==> config.mk <==
export PLATFORM = sky130hd
export DESIGN_NAME = uartlite_responder
export DESIGN_NICKNAME = d
export VERILOG_FILES = /design/src/rtl/uartlite_responder.sv
export SDC_FILE = /design/constraint.sdc
export NUM_CORES = 1
export LEC_CHECK = 0
export ABC_AREA = 1
export BUFFER_PORTS_ARGS = -buffer_cell sky130_fd_sc_hd__buf_2
export CAP_MARGIN = 30
export CORE_MARGIN = 2
export CORE_UTILIZATION = 29
export CTS_BUF_LIST = sky130_fd_sc_hd__clkbuf_4
export DETAILED_ROUTE_END_ITERATION = 8
export SLEW_MARGIN = 10
export SYNTH_ARGS = -nofsm -noshare
export SYNTH_HDL_FRONTEND = slang
export SYNTH_HIERARCHICAL = 1
export SYNTH_SLANG_ARGS = --single-unit
export TNS_END_PERCENT = 30
==> constraint.sdc <==
create_clock -name clk -period 2.71 [get_ports clk]
set_input_delay 0.4065 -clock clk [delete_from_list [all_inputs] [get_ports clk]]
set_output_delay 0.4065 -clock clk [all_outputs]
set_load 0.01 [all_outputs]
==> src/rtl/uartlite_responder.sv <==
// AXI4-Lite responder exposing the UARTLite register map (RX, TX, STAT, CTRL)
// in front of TX/RX byte FIFOs. Define UARTLITE_RESPONDER_INTR_EN to add the interrupt output.

module uartlite_fifo #(
    parameter int DEPTH = 16
) (
    input  logic       clk,
    input  logic       rstn,
    input  logic       flush,
    input  logic       push,
    input  logic       pop,
    input  logic [7:0] wdata,
    output logic [7:0] rdata,
    output logic       empty,
    output logic       full
);
    localparam int AW = $clog2(DEPTH);

    logic [AW:0] wr_ptr_q, wr_ptr_d;
    logic [AW:0] rd_ptr_q, rd_ptr_d;
    logic [7:0]  mem_q [DEPTH];
    logic [7:0]  mem_d [DEPTH];
    logic        do_pop, do_push;

    // Extra pointer MSB distinguishes full from empty when the indices match.
    assign empty   = (wr_ptr_q == rd_ptr_q);
    assign full    = (wr_ptr_q[AW] != rd_ptr_q[AW]) && (wr_ptr_q[AW-1:0] == rd_ptr_q[AW-1:0]);
    assign do_pop  = pop && !empty;
    assign do_push = push && (!full || do_pop);
    assign rdata   = mem_q[rd_ptr_q[AW-1:0]];

    always_comb begin
        wr_ptr_d = wr_ptr_q;
        rd_ptr_d = rd_ptr_q;
        mem_d    = mem_q;
        if (flush) begin
            wr_ptr_d = '0;
            rd_ptr_d = '0;
        end else begin
            if (do_push) begin
                mem_d[wr_ptr_q[AW-1:0]] = wdata;
                wr_ptr_d = wr_ptr_q + 1'b1;
            end
            if (do_pop) rd_ptr_d = rd_ptr_q + 1'b1;
        end
    end

    always_ff @(posedge clk or negedge rstn) begin
        if (!rstn) begin
            wr_ptr_q <= '0;
            rd_ptr_q <= '0;
            for (int i = 0; i < DEPTH; i++) mem_q[i] <= '0;
        end else begin
            wr_ptr_q <= wr_ptr_d;
            rd_ptr_q <= rd_ptr_d;
            mem_q    <= mem_d;
        end
    end
endmodule

module uartlite_responder #(
    parameter int FIFO_DEPTH = 16
) (
    input  logic        clk,
    input  logic        rstn,
    input  logic        axi_awvalid,
    output logic        axi_awready,
    input  logic [3:0]  axi_awaddr,
    input  logic [2:0]  axi_awprot,
    input  logic        axi_wvalid,
    output logic        axi_wready,
    input  logic [31:0] axi_wdata,
    input  logic [3:0]  axi_wstrb,
    output logic        axi_bvalid,
    input  logic        axi_bready,
    output logic [1:0]  axi_bresp,
    input  logic        axi_arvalid,
    output logic        axi_arready,
    input  logic [3:0]  axi_araddr,
    input  logic [2:0]  axi_arprot,
    output logic        axi_rvalid,
    input  logic        axi_rready,
    output logic [31:0] axi_rdata,
    output logic [1:0]  axi_rresp,
    output logic [7:0]  tx_data,
    output logic        tx_valid,
    input  logic        tx_ready,
    input  logic [7:0]  rx_data,
    input  logic        rx_valid
`ifdef UARTLITE_RESPONDER_INTR_EN
    ,
    output logic        interrupt
`endif
);
    localparam int NUM_FIFOS = 2;
    localparam int TX = 0;
    localparam int RX = 1;

    typedef struct packed {
        logic [1:0] addr;
        logic [7:0] data;
        logic       strb;
    } wr_req_t;

    wr_req_t     wreq_q, wreq_d;
    logic        aw_held_q, aw_held_d;
    logic        w_held_q, w_held_d;
    logic        awready_q, awready_d;
    logic        wready_q, wready_d;
    logic        bvalid_q, bvalid_d;
    logic        arready_q, arready_d;
    logic        rvalid_q, rvalid_d;
    logic [31:0] rdata_q, rdata_d;
    logic        ovr_q, ovr_d;
    logic        ien_q, ien_d;

    logic [NUM_FIFOS-1:0]      f_flush, f_push, f_pop, f_empty, f_full;
    logic [NUM_FIFOS-1:0][7:0] f_wdata, f_rdata;

    logic        aw_hs, w_hs, b_hs, ar_hs, r_hs;
    logic        wr_fire, wr_en, ctrl_wr;
    logic [31:0] stat, rd_mux;

    for (genvar g = 0; g < NUM_FIFOS; g++) begin : g_fifo
        uartlite_fifo #(.DEPTH(FIFO_DEPTH)) u_fifo (
            .clk   (clk),
            .rstn  (rstn),
            .flush (f_flush[g]),
            .push  (f_push[g]),
            .pop   (f_pop[g]),
            .wdata (f_wdata[g]),
            .rdata (f_rdata[g]),
            .empty (f_empty[g]),
            .full  (f_full[g])
        );
    end

    assign aw_hs   = axi_awvalid && awready_q;
    assign w_hs    = axi_wvalid && wready_q;
    assign b_hs    = bvalid_q && axi_bready;
    assign ar_hs   = axi_arvalid && arready_q;
    assign r_hs    = rvalid_q && axi_rready;
    assign wr_fire = aw_held_q && w_held_q && !bvalid_q;
    assign wr_en   = wr_fire && wreq_q.strb;
    assign ctrl_wr = wr_en && (wreq_q.addr == 2'd3);

    assign stat = {26'd0, ovr_q, ien_q, f_full[TX], f_empty[TX], f_full[RX], !f_empty[RX]};

    always_comb begin
        f_flush[TX] = ctrl_wr && wreq_q.data[0];
        f_flush[RX] = ctrl_wr && wreq_q.data[1];
        f_push[TX]  = wr_en && (wreq_q.addr == 2'd1);
        f_push[RX]  = rx_valid;
        f_pop[TX]   = !f_empty[TX] && tx_ready;
        f_pop[RX]   = ar_hs && (axi_araddr[3:2] == 2'd0);
        f_wdata[TX] = wreq_q.data;
        f_wdata[RX] = rx_data;
    end

    always_comb begin
        case (axi_araddr[3:2])
            2'd0:    rd_mux = f_empty[RX] ? 32'd0 : {24'd0, f_rdata[RX]};
            2'd2:    rd_mux = stat;
            default: rd_mux = 32'd0;
        endcase
    end

    always_comb begin
        wreq_d    = wreq_q;
        aw_held_d = aw_held_q;
        w_held_d  = w_held_q;
        bvalid_d  = bvalid_q;
        rvalid_d  = rvalid_q;
        rdata_d   = rdata_q;
        ovr_d     = ovr_q;
        ien_d     = ien_q;

        if (aw_hs) begin
            aw_held_d   = 1'b1;
            wreq_d.addr = axi_awaddr[3:2];
        end
        if (w_hs) begin
            w_held_d    = 1'b1;
            wreq_d.data = axi_wdata[7:0];
            wreq_d.strb = axi_wstrb[0];
        end
        if (wr_fire) begin
            bvalid_d = 1'b1;
        end else if (b_hs) begin
            bvalid_d  = 1'b0;
            aw_held_d = 1'b0;
            w_held_d  = 1'b0;
        end

        if (ar_hs) begin
            rvalid_d = 1'b1;
            rdata_d  = rd_mux;
        end else if (r_hs) begin
            rvalid_d = 1'b0;
        end

        // A STAT read clears overrun, but a new overrun on the same edge is kept.
        if (ar_hs && (axi_araddr[3:2] == 2'd2)) ovr_d = 1'b0;
        if (rx_valid && f_full[RX] && !f_pop[RX] && !f_flush[RX]) ovr_d = 1'b1;
        if (ctrl_wr && wreq_q.data[4]) ien_d = 1'b1;

        awready_d = !aw_held_d && !bvalid_d;
        wready_d  = !w_held_d && !bvalid_d;
        arready_d = !rvalid_d;
    end

    always_ff @(posedge clk or negedge rstn) begin
        if (!rstn) begin
            wreq_q    <= '0;
            aw_held_q <= 1'b0;
            w_held_q  <= 1'b0;
            awready_q <= 1'b0;
            wready_q  <= 1'b0;
            bvalid_q  <= 1'b0;
            arready_q <= 1'b0;
            rvalid_q  <= 1'b0;
            rdata_q   <= '0;
            ovr_q     <= 1'b0;
            ien_q     <= 1'b0;
        end else begin
            wreq_q    <= wreq_d;
            aw_held_q <= aw_held_d;
            w_held_q  <= w_held_d;
            awready_q <= awready_d;
            wready_q  <= wready_d;
            bvalid_q  <= bvalid_d;
            arready_q <= arready_d;
            rvalid_q  <= rvalid_d;
            rdata_q   <= rdata_d;
            ovr_q     <= ovr_d;
            ien_q     <= ien_d;
        end
    end

`ifdef UARTLITE_RESPONDER_INTR_EN
    logic rx_empty_q, tx_empty_q, interrupt_q, interrupt_d;

    always_comb begin
        interrupt_d = ien_q && ((rx_empty_q && !f_empty[RX]) || (!tx_empty_q && f_empty[TX]));
    end

    always_ff @(posedge clk or negedge rstn) begin
        if (!rstn) begin
            rx_empty_q  <= 1'b1;
            tx_empty_q  <= 1'b1;
            interrupt_q <= 1'b0;
        end else begin
            rx_empty_q  <= f_empty[RX];
            tx_empty_q  <= f_empty[TX];
            interrupt_q <= interrupt_d;
        end
    end

    assign interrupt = interrupt_q;
`endif

    assign axi_awready = awready_q;
    assign axi_wready  = wready_q;
    assign axi_bvalid  = bvalid_q;
    assign axi_bresp   = 2'b00;
    assign axi_arready = arready_q;
    assign axi_rvalid  = rvalid_q;
    assign axi_rdata   = rdata_q;
    assign axi_rresp   = 2'b00;
    assign tx_data     = f_rdata[TX];
    assign tx_valid    = !f_empty[TX];

    logic unused_ok;
    assign unused_ok = ^{axi_awprot, axi_arprot, axi_awaddr[1:0], axi_araddr[1:0],
                         axi_wdata[31:8], axi_wstrb[3:1]};
endmodule

Yosys cells after proc, flatten, opt, wreduce, memory -nomap -nowiden
Index checks and enable logic that the tools add are counted. W data, S select, Z words.

ROM bits: 0. Input bits: 67. Output and inout bits: 50. Bits in writable memories: 0. Bits in latches: 0. Word-level logic and storage cells: 158. Register bits after elaboration: 328. Memories kept: 0.

$lt $le $gt $ge: 6. Multipliers: 0. Reductions and logical operators: 50. Equality and inequality tests: 9. Shift-type cells: 0. $add $sub $neg: 4. Multiplexer cells: 34. Bitwise logic cells: 6. Divide/modulo/power cells: 0.

Operators with widths (number): $bwmux W128 (2); $bmux W8 S4 (2); $demux W8 S4 (2); $mux W8 (7); $mux W5 (8); $logic_and A1 B1 Y1 (29); $add A5 B1 Y5 const B (4); $ge A5 B5 Y1 const B (4); $not A4 Y5 (4); $pmux W8 S2 (1); $mux W1 (12); $logic_not A1 Y1 (11); $eq A5 B5 Y1 (2); $lt A5 B1 Y1 const B (2); $reduce_bool A2 Y1 (5); $eq A4 B4 Y1 (2); $eq A2 B2 Y1 const B (2); $reduce_and A2 Y1 (2); $eq A2 B1 Y1 const B (1); $logic_not A2 Y1 (1); $logic_or A1 B1 Y1 (2); $ne A1 B1 Y1 (2); $not A1 Y1 (2).

Depth between registers and ports, before layout
Gate-level depths: netlist (run 1).

Depth in word-level cells: 8. Gate-level depth with buffers: 15. Mapped depth without buffers: 13.

Cells and area by module
The synthesis (run 1) kept the hierarchy.

Modules (own cells, without submodules): uartlite_fifo at g_fifo[0].u_fifo (times used 1, seq. area each 3453.3 um^2, cells each 924, area each 6861.6 um^2); uartlite_fifo at g_fifo[1].u_fifo (times used 1, seq. area each 3453.3 um^2, cells each 923, area each 6810.3 um^2); uartlite_responder (times used 1, seq. area each 700.7 um^2, cells each 169, area each 1413.9 um^2).

Least setup slack after synthesis (run 1)
OpenSTA, ideal clock, no wires.

Path kind: register to register. Start point: register g_fifo[0].u_fifo.wr_ptr_q[0]. End point: register g_fifo[0].u_fifo/mem_q[24] (netlist bit). Setup time: 117 ps. Data required time: 2593 ps. Stages on the path, launching flop included: 15. Slack: 773 ps. Clock period less this slack: 1937 ps. Buffers on the path: 1. Arrival: 1820 ps. Cells stage by stage: dfrtp_1 -> inv_1 -> nand2_1 -> nand2_1 -> nor2_1 -> nand3_1 -> inv_1 -> nor2_1 -> inv_1 -> nand4_4 -> nand3_2 -> buf_8 -> nor2_4 -> nand2_1 -> nand2_1.

Cells in the longest elaborated chain, start to end: 7. Elaborated cells between the ends (all ways): 17. Classes of those cells: order compare: 2; eq/ne: 2; mux: 3; bitwise: 1; reduce/logical: 9.

Ends and longest elaborated chain: start: declaration (RTL line 19) `logic [AW:0] wr_ptr_q, wr_ptr_d;`; start signal: assignment (RTL line 54) `wr_ptr_q <= wr_ptr_d;`; $eq A5 B5 Y1 (RTL line 26) `assign empty = (wr_ptr_q == rd_ptr_q);`; net f_empty[0] (RTL line 117) `logic [NUM_FIFOS-1:0] f_flush, f_push, f_pop, f_empty, f_full;`; $logic_not A1 Y1 (RTL line 154) `f_pop[TX] = !f_empty[TX] && tx_ready;`; $logic_and A1 B1 Y1 (RTL line 154); net f_pop[0] (RTL line 117); $logic_and A1 B1 Y1 (RTL line 28) `assign do_pop = pop && !empty;`; $logic_or A1 B1 Y1 (RTL line 29) `assign do_push = push && (!full || do_pop);`; $logic_and A1 B1 Y1 (RTL line 29); $reduce_and A2 Y1 (no source line); end signal: assignment (RTL line 56) `mem_q <= mem_d;`; end: declaration (RTL line 21) `logic [7:0] mem_q [DEPTH];`.

The timed path passes the listed nets, and every way through them passes these cells. A chain may end at the register's enable or synchronous reset.

Worst setup path in the final report (run 1)
Start point: register g_fifo[0].u_fifo.rd_ptr_q[0]. End point: output port tx_data[4].

Cells in the longest elaborated chain, start to end: 4.

Ends and longest elaborated chain: start: declaration (RTL line 20) `logic [AW:0] rd_ptr_q, rd_ptr_d;`; start signal: assignment (RTL line 55) `rd_ptr_q <= rd_ptr_d;`; $not A4 Y5 (implied by the code) (RTL line 30) `assign rdata = mem_q[rd_ptr_q[AW-1:0]];`; $bmux W8 S4 (RTL line 30); $mux W8 (implied by the code) (2 in series) (RTL line 30); end: declaration (RTL line 85) `output logic [7:0] tx_data,`.

Every way passes these cells. The select of a mux whose other input is x is not followed.

==> results.json, run 1 <==
{
  "dp.cells": 2675,
  "die_y_um": 232,
  "synth_cell_types": 36,
  "n_antenna_cell": 0,
  "required_ps": 2300,
  "startpoint": "g_fifo[0].u_fifo/rd_ptr_q[0]",
  "yosys.area.top_type": "dfrtp_1",
  "p_per_area_nw_per_um2": 1030,
  "synthCells": 2016,
  "hold_path_depth": 4,
  "ys_ff_latch": 304,
  "yosys-top-cells-count": "926 x nand2_1, 304 x dfrtp_1, 208 x nor2_1",
  "grt_max_degree": 76,
  "pin_count": 117,
  "rr_endpoint": "axi_rdata[2]",
  "fillCellCount": 5414,
  "insertion_delay_ps": 800,
  "port_buffers": 51,
  "setup_viol": 7,
  "post_drt_wl_per_cell_um": 16.0,
  "routabilityCongestion": 0.869,
  "synthArstFlopShare_pct": 100,
  "root_buffer": "clkbuf_4",
  "hp-start": "axi_wvalid",
  "die_x_um": 232,
  "vias": 14000,
  "status": "finished, violations left",
  "cts_tree": "built",
  "placed_cell_area_um2": 16000,
  "drc": 0,
  "vdd_ir_drop_max_mv": 0.446,
  "yosysSeqAreaShare_pct": 50.4,
  "worstPathArrival_ps": 2380,
  "cts.sinks": 304,
  "die-area_um2": 53900,
  "start_util_pct": 29.3,
  "overflow": 0,
  "power.leakage_uw": 0.00918,
  "synth_edf_count": 0,
  "cp_max_fo": 38,
  "avgSynthCellArea_um2": 7.48,
  "r2r-start": "g_fifo[1].u_fifo/rd_ptr_q[0]",
  "drt_iter0_drc": 1310,
  "layout.nets": 2202,
  "rsz0062_at_grt": "true",
  "synthTopCellsByArea": "dfrtp_1 50%, nand2_1 23%, nor2_1 5.2%",
  "synth_top_area_share_pct": 50.4,
  "slew_headroom_pct": 36.3,
  "cap_violations": 0,
  "period_share_pct": 103,
  "slew_violations": 0,
  "skew_ps": 69.6,
  "endpoint_kind": "output pin",
  "vias_per_cell": 4.88,
  "final_antenna_net_count": 0,
  "antenna_found_initial": 1,
  "worstMarginPinSlew_ps": 956,
  "numCtsBuffers": 85,
  "rows": 83,
  "area_delta_synth_final_pct": 17.8,
  "fmax_mhz": 358,
  "r2r_slack_ps": 110,
  "synth_area_um2": 15100,
  "cts.reportedPaths.clkPinSlew_ps": 70,
  "totalWireLength_mm": 45.9,
  "core_area_um2": 51400,
  "hpwl_mm": 28.6,
  "place_ws_ps": 220,
  "violations": "setup timing",
  "period_needed_ps": 2790,
  "synth_flop_cell": "dfrtp_1",
  "yosysMostFrequentCell": "nand2_1",
  "grt_first_pass_wirelength_mm": 72.7,
  "crit_type": "reg -> out",
  "synth_warnings": 6,
  "postLayoutCellArea_um2": 17800,
  "drive_gt1_share_pct": 13.4,
  "cts_max_path_buffers": 3,
  "htreeDepth": 3,
  "track_usage_pct": 17.1,
  "finalHoldViolCount": 0,
  "grt_pass1_vias": 13400,
  "start_kind": "register",
  "fin_cells": 2865,
  "firstDrtPassIters": 6,
  "hold_end": "f_wdata[4]",
  "setup_ws_ps": -79.6,
  "reg2regPathDepth": 9,
  "hold_class": "in -> reg"
}
## flip-flops by register name, indices dropped and copies added (netlist names)
signal,count
aw_held_q,1
ien_q,1
f_wdata,8
axi_rdata,8
axi_arready,1
ovr_q,1
axi_wready,1
wreq_q,3
w_held_q,1
axi_bvalid,1
axi_awready,1
axi_rvalid,1
g_fifo.u_fifo/wr_ptr_q,10
g_fifo.u_fifo/rd_ptr_q,10
g_fifo.u_fifo/mem_q,256
## routing by layer
layer  part of all wire [%]  GRT usage (%)  wire length, um
met3                    6.9           3.90             3150
met4                    3.4           7.33             1560
met5                  0.015              0                7
met2                     46           26.9            21200
met1                     44           22.6            20000
## through the flow
stage                     setup TNS (ps)  total power (uW)  utilization (%)  hold slack (ps)
after floorplan                        0             10800                -              111
after global placement                 0             13000             31.1              434
after detailed placement               0             13100             31.1              444
after CTS                           -593             18100             34.3             6.30
after global routing               -1450             19500             34.6             43.3
final                               -337             18300             34.6             94.8
## worst max-delay path, stage by stage (launching register included)
cell and delay, ps:
dfrtp_2 440, inv_4 140, buf_12 220, nor2_1 60
o22ai_1 270, o211ai_1 160, nand3_1 140, buf_2 150
## what timing repair did
action	4_1_cts	5_1_grt
setup endpoints to repair	8	75
hold endpoints to repair	177	0
hold buffers	37	0
cloned	2	2
pin swaps	6	6
resized for setup	42	16
buffers inserted	0	2
## logic make-up after synthesis
logic type | synth area share [%]
buffers and inverters | 6.31
other | 0.0249
flip-flops | 50.4
AO/OA/AOI/OAI | 8.62
XOR/XNOR | 0.581
AND/OR/NAND/NOR | 33.2
adder cells (fa/ha/maj) | 0.829
## cell type report
class | count | area (um2) | share of cell area [%]
clock buffers | 125 | 938 | 5.28
flip-flops and latches | 304 | 7610 | 42.8
clock inverters | 22 | 148 | 0.831
inverters | 85 | 328 | 1.85
multi-input cells | 1524 | 6740 | 37.9
well taps | 680 | 851 | 4.79
repair buffers | 125 | 1150 | 6.47
## report_power, final
group	internal [uW]	switching, uW	total (uW)
registers	5700	1080	6780
logic	2590	4570	7170
clock network	2290	2020	4310
## worst max-delay path by stage
| stage | end | slack (ps) | cells after the start |
|---|---|---|---|
| finish | tx_data[4] | -80 | 7 |
| global route | tx_data[4] | -240 | 7 |
| CTS | tx_data[4] | -100 | 6 |
| detailed placement | g_fifo[0].u_fifo/mem_q[2] | 220 | 11 |
| global placement | g_fifo[0].u_fifo/mem_q[14] | 330 | 11 |
| floorplan | g_fifo[0].u_fifo/mem_q[24] | 770 | 14 |
## cells in the final DEF (no fill, tap or decap), types with 3 or more instances in the layout
cell	count
o21ai_1	9
o221ai_1	14
ha_1	10
buf_12	10
conb_1	28
xor2_1	10
nor2_4	10
a21oi_1	5
buf_4	22
nand4_1	32
dfrtp_2	4
o21ai_2	5
o221ai_2	4
clkinv_4	3
inv_2	14
o211ai_1	15
nor2_1	204
inv_1	68
nand2_1	926
buf_2	49
o22ai_1	37
nor2_2	16
clkinv_2	3
nand3_1	46
o21ai_0	130
dlygate4sd3_1	37
nand3_2	7
clkbuf_4	125
dfrtp_1	300
clkinv_1	16
Note: power is estimated with default switching activity, not from simulation.
==> inputs of run 2 (changes only) <==
Settings changed: RECOVER_POWER set to 100.
==> run 2 against run 1 <==
Against the previous run:
- the run ends with capacitance limit, slew limit, setup timing left
- cell area fell by 0.66%
- sequential cell count did not move
- clock-buffer cell count did not move
- sequential power barely moved
- non-clock buffer count did not move
- highest routed layer unchanged
- register-to-register slack got worse by 110 ps
- clock power barely moved
- critical path depth did not move
- worst setup slack improved by 1.2 ps
- sequential share of layout area rose by 0.28 points
==> results.json, run 2 (synthesized netlist as in run 1, its figures left out) <==
{
  "status": "finished, violations left",
  "violations": "capacitance limit, slew limit, setup timing",
  "fmax_mhz": 359,
  "endpoint_kind": "output pin",
  "crit_type": "reg -> out",
  "final_antenna_net_count": 0,
  "layout_common_cells": "928 x nand2_1, 301 x dfrtp_1, 205 x nor2_1",
  "crit_buf_inv": 3,
  "die_x_um": 232,
  "die_y_um": 232,
  "drive_gt1_share_pct": 12.2,
  "largest_register_ffs": 256,
  "post_drt_wl_per_cell_um": 16.0,
  "insertion_delay_ps": 800,
  "numCtsBuffers": 85,
  "totalWireLength_mm": 46.0,
  "setup_ws_ps": -78.4,
  "cts_tree": "built",
  "cp_top_family": "buffers and inverters",
  "slowest_stage": "dfrtp_2",
  "vdd_ir_drop_max_mv": 0.435,
  "routabilityCongestion": 0.869,
  "antenna_found_initial": 1,
  "worstMarginPinSlew_ps": 1970,
  "rsz0062_at_grt": "true",
  "slew_violations": 71,
  "hold_path_depth": 5,
  "start_util_pct": 29.3,
  "period_share_pct": 103,
  "track_usage_pct": 17.1,
  "pin_count": 117,
  "rows": 83,
  "p_per_area_nw_per_um2": 1030,
  "hold_end": "ovr_q",
  "hold_class": "in -> reg",
  "cp_max_fo": 38,
  "port_buffers": 51,
  "max_stage_delay_ps": 440,
  "skew_ps": 69.1,
  "grt_first_pass_wirelength_mm": 72.7,
  "timing.hold.ws_ps": 149,
  "drt_iter0_drc": 1296,
  "vias": 14000,
  "r2r_slack_ps": 0,
  "n_antenna_cell": 0,
  "core_area_um2": 51400,
  "reg2regPathDepth": 13,
  "path_cells": "inv_4 -> buf_12 -> nor2_1 -> o22ai_1 -> o211ai_1 -> nand3_1 -> buf_2",
  "rr_endpoint": "g_fifo[0].u_fifo/mem_q[42]",
  "area_delta_synth_final_pct": 17.0,
  "final_common_cell": "nand2_1",
  "hp-start": "rx_valid",
  "root_buffer": "clkbuf_4",
  "finalHoldViolCount": 0,
  "layout.nets": 2202,
  "firstDrtPassIters": 7,
  "drc": 0,
  "period_needed_ps": 2790,
  "overflow": 0,
  "worstPathArrival_ps": 2380,
  "largest-register": "g_fifo.u_fifo/mem_q",
  "cap_violations": 1,
  "cts_max_path_buffers": 3,
  "required_ps": 2300,
  "power.leakage_uw": 0.00910,
  "die-area_um2": 53900,
  "grt_pass1_vias": 13400,
  "setup_viol": 7,
  "start_kind": "register",
  "power_uw": 18200,
  "htreeDepth": 3,
  "slew_headroom_pct": -31.2,
  "vias_per_cell": 4.89,
  "hpwl_mm": 28.6,
  "r2r-start": "g_fifo[0].u_fifo/wr_ptr_q[0]",
  "grt_max_degree": 76,
  "cts.sinks": 304,
  "reg.largest.list": "g_fifo.u_fifo/mem_q (256), g_fifo.u_fifo/rd_ptr_q (10), g_fifo.u_fifo/wr_ptr_q (10)",
  "cts.reportedPaths.clkPinSlew_ps": 60
}
## run 2: cell types whose count changed in the layout (fill, tap and decap cells not counted), moves of 2 or more
cell      delta
buf_12       -4
buf_2       -13
clkbuf_1    +14
clkbuf_2     +3
inv_1        +4
inv_2        -4
nand2_1      +2
## run 2: per-layer routing
layer / GRT usage, % / vias up / share of wire [%]
li1: - / 6601 / -
met5: 0 / - / 0.015
met3: 3.90 / 108 / 7.3
met4: 7.33 / 2 / 3.3
met2: 26.9 / 561 / 46
met1: 22.6 / 6744 / 43
## run 2: worst max-delay path by stage
stage / startpoint / end / slack [ps] / cells past startpoint
4_1_cts: g_fifo[0].u_fifo/rd_ptr_q[0] / tx_data[4] / -100 / 6
3_5_place_dp: g_fifo[0].u_fifo/rd_ptr_q[4] / g_fifo[0].u_fifo/mem_q[2] / 220 / 11
2_1_floorplan: g_fifo[0].u_fifo/wr_ptr_q[0] / g_fifo[0].u_fifo/mem_q[24] / 770 / 14
5_1_grt: g_fifo[0].u_fifo/wr_ptr_q[0] / g_fifo[0].u_fifo/mem_q[52] / -250 / 13
6_report: g_fifo[0].u_fifo/rd_ptr_q[0] / tx_data[4] / -80 / 7
3_3_place_gp: g_fifo[0].u_fifo/rd_ptr_q[4] / g_fifo[0].u_fifo/mem_q[14] / 330 / 11
## run 2: cell type report
class	count	area (um2)
clock buffers	125	938
clock inverters	22	148
fillers	5433	33800
inverters	85	328
multi-input cells	1524	6700
flip-flops and latches	304	7610
well taps	680	851
repair buffers	125	1070
## run 2: per-stage QoR
step	std cells	area [um2]	setup WS [ps]	setup TNS, ps	util, %
final	2865	17600	-78.4	-338	34.3
after global routing	2865	17600	-246	-25850	34.3
after CTS	2861	17600	-102	-593	34.3
after detailed placement	2675	16000	220	0	31.1
after global placement	2675	16000	334	0	31.1
after floorplan	2043	15200	773	0	-
## run 2: power breakdown
group | leakage (uW) | internal [uW] | total [uW] | switching (uW)
logic | 0.00440 | 2540 | 7090 | 4540
registers | 0.00405 | 5700 | 6780 | 1070
clock network | 0.000647 | 2290 | 4310 | 2020
total | 0.00910 | 10500 | 18200 | 7640
## run 2: what timing repair did
item	CTS	global route
cloned	2	2
buffers inserted	0	2
resized for setup	42	16
hold endpoints to repair	177	0
pin swaps	6	6
setup endpoints to repair	8	75
hold buffers	37	0
## run 2: worst reg2reg max path: stages, from the launching register on
cell and delay, ps:
dfrtp_1 420, inv_1 170, nand2_1 70, nand2_1 80
nor2_2 50, nand3_1 90, inv_1 90, nor2_1 180
inv_1 60, nand4_1 170, clkbuf_2 400, nand4_1 520
nand2_1 190, nand2_1 70
==> inputs of run 3 (changes only) <==
Settings changed: ABC_AREA 1 to unset, CTS_CLUSTER_SIZE set to 10, HOLD_SLACK_MARGIN set to 0.12.
==> run 3 against run 2 <==
Against the previous run:
- the run still ends with capacitance limit, slew limit, setup timing left
- sequential power up 4.7%
- clock skew decreased by 12 ps
- cell area is 0.76% higher
- wire length is 26% lower
- die area is 0.92% higher
- clock-buffer cell count rose by 1
- area after synthesis is 0.94% higher
- critical path depth down 3
- global-route usage fell by 4.1 points
- largest cell class unchanged
==> results.json, run 3 <==
{
  "largest-register": "g_fifo.u_fifo/mem_q",
  "p_int_uw": 12100,
  "reg.largest.list": "g_fifo.u_fifo/mem_q (256), g_fifo.u_fifo/rd_ptr_q (10), g_fifo.u_fifo/wr_ptr_q (10)",
  "synthTopCellsByArea": "dfrtp_1 50%, mux2_4 16%, mux4_2 12%",
  "violations": "capacitance limit, slew limit, setup timing",
  "numCtsBuffers": 84,
  "power_frac_seq_pct": 39.7,
  "grt_pass1_vias": 9327,
  "required_ps": 2300,
  "placed_cell_area_um2": 16400,
  "insertion_delay_ps": 800,
  "timing.hold.ws_ps": 379,
  "place_ws_ps": 132,
  "drc": 0,
  "grt_first_pass_wirelength_mm": 54.0,
  "finalHoldViolCount": 0,
  "synth_edf_count": 0,
  "final_common_cell": "dfrtp_1",
  "yosys-top-cells-count": "304 x dfrtp_1, 160 x mux2_4, 108 x mux2_2",
  "synth_area_um2": 15200,
  "cts_tree": "built",
  "overflow": 0,
  "rsz0062_at_grt": "true",
  "fmax_mhz": 322,
  "synthCells": 943,
  "largest_register_ffs": 256,
  "area_delta_synth_final_pct": 16.8,
  "setup_viol": 129,
  "synth_top_area_share_pct": 50.0,
  "comb_power_share_pct": 36.3,
  "antenna_found_initial": 2,
  "track_usage_pct": 13.0,
  "worstPathArrival_ps": 2700,
  "die-area_um2": 54400,
  "period_share_pct": 115,
  "htreeDepth": 3,
  "post_drt_wl_per_cell_um": 18.5,
  "crit_type": "reg -> out",
  "cap_violations": 1,
  "synth_warnings": 6,
  "drt_iter0_drc": 400,
  "root_buffer": "clkbuf_4",
  "layout.nets": 1183,
  "yosys.area.top_type": "dfrtp_1",
  "hold_class": "in -> reg",
  "routabilityCongestion": 0.731,
  "core_area_um2": 51600,
  "p_sw_uw": 5830,
  "final_antenna_net_count": 0,
  "start_kind": "register",
  "synth_flop_cell": "dfrtp_1",
  "skew_ps": 57.4,
  "hold_path_depth": 7,
  "setup_ws_ps": -400,
  "start_util_pct": 29.5,
  "cts_max_path_buffers": 3,
  "cp_max_fo": 11,
  "postLayoutCellArea_um2": 17800,
  "die_y_um": 233,
  "die_x_um": 233,
  "hpwl_mm": 22.2,
  "period_needed_ps": 3110,
  "reg2regPathDepth": 7,
  "synth_cell_types": 51,
  "slew_violations": 78,
  "pin_count": 117,
  "slew_headroom_pct": -38.5,
  "drive_gt1_share_pct": 52.9,
  "yosysMostFrequentCell": "dfrtp_1",
  "avgSynthCellArea_um2": 16.1,
  "power_frac_clock_pct": 24.0,
  "vias_per_cell": 4.62,
  "cts.sinks": 304,
  "status": "finished, violations left",
  "firstDrtPassIters": 4,
  "rows": 83,
  "endpoint_kind": "output pin",
  "yosysSeqAreaShare_pct": 50.0,
  "power.leakage_uw": 0.00800,
  "ys_ff_latch": 304,
  "grt_max_degree": 78,
  "port_buffers": 51,
  "cts.reportedPaths.clkPinSlew_ps": 60,
  "layout_common_cells": "302 x dfrtp_1, 160 x mux2_4, 128 x clkbuf_4",
  "swShare_pct": 32.6,
  "final_core_util_pct": 34.5,
  "synthArstFlopShare_pct": 100,
  "totalWireLength_mm": 34.1,
  "p_per_area_nw_per_um2": 1010,
  "worstMarginPinSlew_ps": 2080,
  "vias": 8522,
  "vdd_ir_drop_max_mv": 0.485
}
-- run 3: kinds of logic after synthesis --
family / synth area share, %
other: 0.0246
multiplexers: 36.0
buffers and inverters: 4.28
XOR/XNOR: 1.35
flip-flops: 50.0
AO/OA/AOI/OAI: 1.77
adder cells (fa/ha/maj): 0.822
AND/OR/NAND/NOR: 5.79
-- run 3: path summary, 6_finish.rpt --
path	startpoint	end	slack [ps]
setup reg to reg	g_fifo[1].u_fifo/rd_ptr_q[0]	g_fifo[1].u_fifo/mem_q[13]	-140
hold / removal	tx_ready	g_fifo[0].u_fifo/rd_ptr_q[2]	380
min in group asynchronous	rstn	g_fifo[1].u_fifo/mem_q[40]	750
setup / recovery	g_fifo[0].u_fifo/rd_ptr_q[0]	tx_data[4]	-400
hold reg to reg	axi_rdata[2]	axi_rdata[2]	480
max in group asynchronous	rstn	g_fifo[0].u_fifo/mem_q[61]	190
-- run 3: area by class of cell --
class,instances,area (um2)
Antenna cell,4,10.0
Fill cell,4937,33800
Tap cell,680,851
Clock inverter,16,149
Sequential cell,304,7610
Timing Repair Buffer,144,1110
Inverter,9,33.8
Clock buffer,126,946
Multi-Input combinational cell,563,7070
-- run 3: metrics by stage --
stage / instances / total power, uW / TNS, ps
final: 1846 / 17900 / -13840
after floorplan: 970 / 11800 / 0
after detailed placement: 1664 / 13600 / 0
after global placement: 1664 / 13400 / 0
after CTS: 1838 / 18100 / -3930
after global routing: 1846 / 19000 / -48260
-- run 3: what timing repair did --
action,4_1_cts,5_1_grt
setup buffers,1,3
pin swaps,0,3
endpoints found under the setup margin,8,122
hold endpoints to repair,330,0
hold buffers,31,0
cloned,0,1
gates resized for setup,13,9
-- run 3: worst max-delay path: stages (launching register included) --
cell and delay [ps]:
dfrtp_2 450, buf_12 190, mux4_2 580, mux4_2 530, buf_6 150
-- run 3: power groups by stage --
| stage | Clock (uW) | Combinational, uW | Sequential [uW] |
|---|---|---|---|
| 2_1_floorplan | 0 | 5080 | 6730 |
| 3_3_place_gp | 0 | 6290 | 7100 |
| 3_5_place_dp | 0 | 6410 | 7150 |
| 4_1_cts | 4470 | 6560 | 7100 |
| 5_1_grt | 4750 | 6990 | 7300 |
| 6_report | 4300 | 6490 | 7100 |
-- run 3: layer usage --
| metal | global-route usage [%] | vias up | share of wire (%) |
|---|---|---|---|
| met5 | 0 | - | 0 |
| met4 | 4.38 | 0 | 1.9 |
| met3 | 3.56 | 51 | 4.2 |
| met2 | 20.9 | 162 | 49 |
| met1 | 16.8 | 4508 | 44 |
| li1 | - | 3801 | - |
